### config.mk
export PLATFORM = sky130hd
export DESIGN_NAME = rk05_sync_filter
export DESIGN_NICKNAME = d
export VERILOG_FILES = /design/src/rtl/rk05_sync_filter.sv
export SDC_FILE = /design/constraint.sdc
export NUM_CORES = 1
export LEC_CHECK = 0
export ABC_AREA = 0
export BUFFER_PORTS_ARGS = -buffer_cell sky130_fd_sc_hd__buf_2
export CAP_MARGIN = 20
export CORE_UTILIZATION = 55
export DETAILED_ROUTE_END_ITERATION = 12
export PLACE_DENSITY = 0.77
export SLEW_MARGIN = 5
export SYNTH_ARGS = -nofsm -noshare
export SYNTH_HDL_FRONTEND = slang
export SYNTH_SLANG_ARGS = --single-unit
### constraint.sdc
create_clock -name C -period 1.2 [get_ports C]
set_clock_uncertainty 0.05 [all_clocks]
set_input_delay 0.3 -clock C [delete_from_list [all_inputs] [get_ports C]]
set_output_delay 0.3 -clock C [all_outputs]
set_load 0.005 [all_outputs]
### src/rtl/rk05_sync_filter.sv
// rk05_sync_filter: multi-channel input conditioner for asynchronous RK05
// bus and drive-control lines. Each channel is synchronized through a
// STAGES-deep flop chain, then qualified by a glitch filter that requires
// FILTER consecutive EN-qualified samples differing from the current output
// before the output level changes. Q, RISE and FALL are all registered.
module rk05_sync_filter #(
  parameter int               WIDTH  = 8,
  parameter int               STAGES = 2,
  parameter int               FILTER = 4,
  parameter logic [WIDTH-1:0] INIT   = {WIDTH{1'b1}}
) (
  input  logic             C,
  input  logic             R,
  input  logic             EN,
  input  logic [WIDTH-1:0] D,
  output logic [WIDTH-1:0] Q,
  output logic [WIDTH-1:0] RISE,
  output logic [WIDTH-1:0] FALL
);

  // Counter is wide enough to hold FILTER; in practice it never exceeds
  // FILTER-1 because reaching FILTER commits the new level instead.
  localparam int CW = $clog2(FILTER + 1);
  localparam logic [CW-1:0] CNT_LAST = CW'(FILTER - 1);
  localparam logic [CW-1:0] CNT_ONE  = CW'(1);
  localparam logic [CW-1:0] CNT_ZERO = {CW{1'b0}};

  generate
    if (STAGES < 2 || STAGES > 4 || FILTER < 1 || FILTER > 255) begin : g_bad_param
      $error("rk05_sync_filter: STAGES must be 2..4 and FILTER must be 1..255");
    end
  endgenerate

  logic [WIDTH-1:0] sync_r [STAGES];
  logic [CW-1:0]    cnt_r  [WIDTH];
  logic [CW-1:0]    cnt_s  [WIDTH];
  logic [WIDTH-1:0] q_r;
  logic [WIDTH-1:0] q_s;
  logic [WIDTH-1:0] rise_r;
  logic [WIDTH-1:0] rise_s;
  logic [WIDTH-1:0] fall_r;
  logic [WIDTH-1:0] fall_s;
  logic [WIDTH-1:0] y_s;

  assign y_s = sync_r[STAGES-1];

  // Per-channel filter: clear on agreement, count EN-qualified disagreements,
  // commit the new level and emit an edge pulse when the count completes.
  always_comb begin
    q_s    = q_r;
    rise_s = {WIDTH{1'b0}};
    fall_s = {WIDTH{1'b0}};
    for (int i = 0; i < WIDTH; i++) begin
      cnt_s[i] = cnt_r[i];
      if (y_s[i] == q_r[i]) begin
        cnt_s[i] = CNT_ZERO;
      end else if (EN) begin
        if (cnt_r[i] == CNT_LAST) begin
          q_s[i]    = y_s[i];
          cnt_s[i]  = CNT_ZERO;
          rise_s[i] = y_s[i];
          fall_s[i] = ~y_s[i];
        end else begin
          cnt_s[i] = cnt_r[i] + CNT_ONE;
        end
      end else begin
        cnt_s[i] = cnt_r[i];
      end
    end
  end

  // Synchronizer chain: shifts every edge independent of EN; reset loads INIT.
  always_ff @(posedge C) begin
    if (R) begin
      for (int k = 0; k < STAGES; k++) begin
        sync_r[k] <= INIT;
      end
    end else begin
      sync_r[0] <= D;
      for (int k = 1; k < STAGES; k++) begin
        sync_r[k] <= sync_r[k-1];
      end
    end
  end

  // Filter state and registered outputs; reset wins over any completing count
  // and never produces an edge pulse.
  always_ff @(posedge C) begin
    if (R) begin
      q_r    <= INIT;
      rise_r <= {WIDTH{1'b0}};
      fall_r <= {WIDTH{1'b0}};
      for (int i = 0; i < WIDTH; i++) begin
        cnt_r[i] <= CNT_ZERO;
      end
    end else begin
      q_r    <= q_s;
      rise_r <= rise_s;
      fall_r <= fall_s;
      for (int i = 0; i < WIDTH; i++) begin
        cnt_r[i] <= cnt_s[i];
      end
    end
  end

  assign Q    = q_r;
  assign RISE = rise_r;
  assign FALL = fall_r;

endmodule

==> impl_metrics.tcl <==
set metrics [dict create \
    hp-class "in2reg" \
    numCtsBuffers 9 \
    clock-sinks 64 \
    grt_pass1_vias 1465 \
    yosysSeqAreaShare_pct 55.0 \
    avgSynthCellArea_um2 9.70 \
    dp_hpwl_um 2460 \
    post_cts_buffers 0 \
    synth_xor_area_share_pct 3.01 \
    cpLargestDelayFamily "flip-flops" \
    crit_chain "buf_2" \
    min_path_cells 2 \
    post-place-ws_ns 0.00999 \
    cts_resized 0 \
    p_total_mw 3.87 \
    power.density_nw_per_um2 1410 \
    die-height_um 67.1 \
    syn_to_final_growth_pct 17.5 \
    synth_top_family_by_area "simple AND/OR/NAND/NOR gates" \
    min_period_ns 1.15 \
    seq_area_um2 1290 \
    path_buf_inv 1 \
    place_area_um2 2560 \
    cp_slowest_cell "dfxtp_2" \
    arrival_ns 0.80 \
    path_class "reg2out" \
    cts_root_buf "clkbuf_8" \
    yosysWarningCount 0 \
    worstMarginPinSlew_ns 0.303 \
    postSynthCellCount 240 \
    holdPathEnd "sync_r[0][6]" \
    drtIter0Drc 84 \
    ys_ff_latch 64 \
    muxShareOfSynthArea_pct 1.72 \
    startpoint "Q[4]" \
    rr_endpoint "Q[4]" \
    rsz0062_at_grt "no" \
    crit_path_end_kind "output pin" \
    start_util_pct 57.8 \
    drv_cap 0 \
    place.gp.congestion 0.743 \
    start_kind "flip-flop" \
    busiest_layer "met2" \
    critPathRequiredTime_ns 0.85 \
    design_area_um2 2740 \
    row_count 23 \
    fin_hold_ws_ns 0.0972 \
    die_area_um2 4500 \
    hold_path.startpoint "D[6]" \
    antenna_left 0 \
    cts_tree "done" \
    drive_above_1_share_pct 27.1 \
    multi_input_area_um2 981 \
    antenna_found_initial 0 \
    syn-num-nets 259 \
    slew_violations 0 \
    fp.dieW_um 67.1 \
    dr.pass1.iters 4 \
    slew_headroom_pct 79.8 \
    htree_levels 3 \
    finalWorstSetupSlack_ns 0.0533 \
    cts_hold_buf 0 \
    drcViolationCount 0 \
    clk_latency_ns 0.33 \
    r2r_start "cnt_r[1][0]" \
    r2r_slack_ns 0.12 \
    hold_violations 0 \
    vias 1643 \
    ys_types 22 \
    fmax_mhz 872 \
    syn_area_um2 2330 \
    grtUsageTotal_pct 19.5 \
    grt_pass1_wl_um 6330 \
    core-area_um2 4030 \
    io_buffers 34 \
    run_status "complete, no violations" \
    via_per_inst 4.92 \
    use_met2_pct 28.0 \
    grt_use_met1_pct 24.7 \
    p_leak_nw 1.13 \
    grt_max_degree 32 \
    final_cell_mix "dfxtp_1, buf_2, nand2_1" \
    nFillCells 327 \
    slowest_delay_ns 0.35 \
    tns_ns 0 \
    final_common_cell "dfxtp_1" \
    n_antenna_cell 0 \
    wl_um 3800 \
    nets 301 \
    ir_drop_v 0.000786 \
    synth_fa_ha_area_share_pct 4.30 \
    wl_per_cell_um 11.4 \
    ff2ff_path_depth 4 \
    cts_buffer_depth 2 \
    ioPinCount 35 \
    min_period_over_period_pct 95.6 \
    met3_usage_pct 5.65 \
    clk_pin_slew_ns 0.06 \
    setup_viol 0 \
    cp_max_fo 3 \
    globalRoute.totalOverflow 0 \
    synth_compound_area_share_pct 3.55 \
    synth-simple-area-share_pct 29.6 \
]
-- worst max path at each step --
| stage | to | slack [ns] | cells after the start |
|---|---|---|---|
| 5_1_grt | Q[1] | 0.02 | 1 |
| 6_report | Q[4] | 0.05 | 1 |
| 2_1_floorplan | Q[1] | 0.25 | 4 |
| 3_3_place_gp | RISE[7] | 0.06 | 4 |
| 3_5_place_dp | FALL[7] | 0.01 | 4 |
| 4_1_cts | Q[5] | 0.002 | 1 |
-- cells in the mapped netlist --
cell | number | area (um2)
dfxtp_1 | 64 | 1280
buf_6 | 2 | 22.5
o211ai_1 | 3 | 22.5
nand3b_1 | 12 | 90.1
nand2_1 | 30 | 113
inv_2 | 1 | 3.75
inv_1 | 3 | 11.3
nor2b_1 | 8 | 50.1
mux2i_1 | 4 | 40.0
nor2_1 | 21 | 78.8
nor3_1 | 11 | 55.1
buf_4 | 2 | 15.0
xor2_1 | 8 | 70.1
a21oi_1 | 12 | 60.1
clkbuf_1 | 1 | 3.75
nand4b_1 | 5 | 43.8
buf_2 | 2 | 10.0
or2_2 | 16 | 100
nand2_2 | 2 | 12.5
nand2b_1 | 16 | 100
ha_1 | 8 | 100
nand3_1 | 9 | 45.0
-- registers in the layout (all words and copies together) (netlist names) --
signal  count
sync_r     16
Q           8
cnt_r      24
FALL        8
RISE        8
-- routing by layer --
| metal | vias to the layer above | part of all wire, % |
|---|---|---|
| met2 | 35 | 42 |
| met3 | 10 | 4.2 |
| met1 | 727 | 51 |
| li1 | 871 | - |
| met5 | - | 0 |
| met4 | 0 | 2.8 |
-- area by class of cell --
| class | instances | share of cell area [%] |
|---|---|---|
| multi-input cells | 165 | 35.9 |
| inverters | 4 | 0.549 |
| clock buffers | 12 | 5.67 |
| repair buffers | 38 | 8.23 |
| flip-flops and latches | 64 | 47.2 |
| clock inverters | 1 | 0.183 |
| well taps | 50 | 2.29 |
-- report_power, final --
part | total [mW] | switching, mW | internal (mW)
sequential | 2.17 | 0.0164 | 2.15
clock | 1.55 | 0.724 | 0.825
combinational | 0.146 | 0.0742 | 0.0721
total | 3.87 | 0.814 | 3.05
-- stage by stage --
step	utilization (%)	cells
2_1_floorplan	-	240
3_3_place_gp	63.7	321
3_5_place_dp	63.7	321
4_1_cts	67.6	334
5_1_grt	67.9	334
6_report	67.9	334
-- kinds of logic (layout without fill, tap and decap cells) --
| kind of cell | count (synthesis) | in the layout |
|---|---|---|
| XOR/XNOR | 8 | 8 |
| adder cells (fa/ha/maj) | 8 | 8 |
| AND/OR/NAND/NOR | 130 | 130 |
| flip-flops | 64 | 64 |
| buffers and inverters | 11 | 55 |
| AO/OA/AOI/OAI | 15 | 15 |
| multiplexers | 4 | 4 |
(Power assumes the default switching activity.)
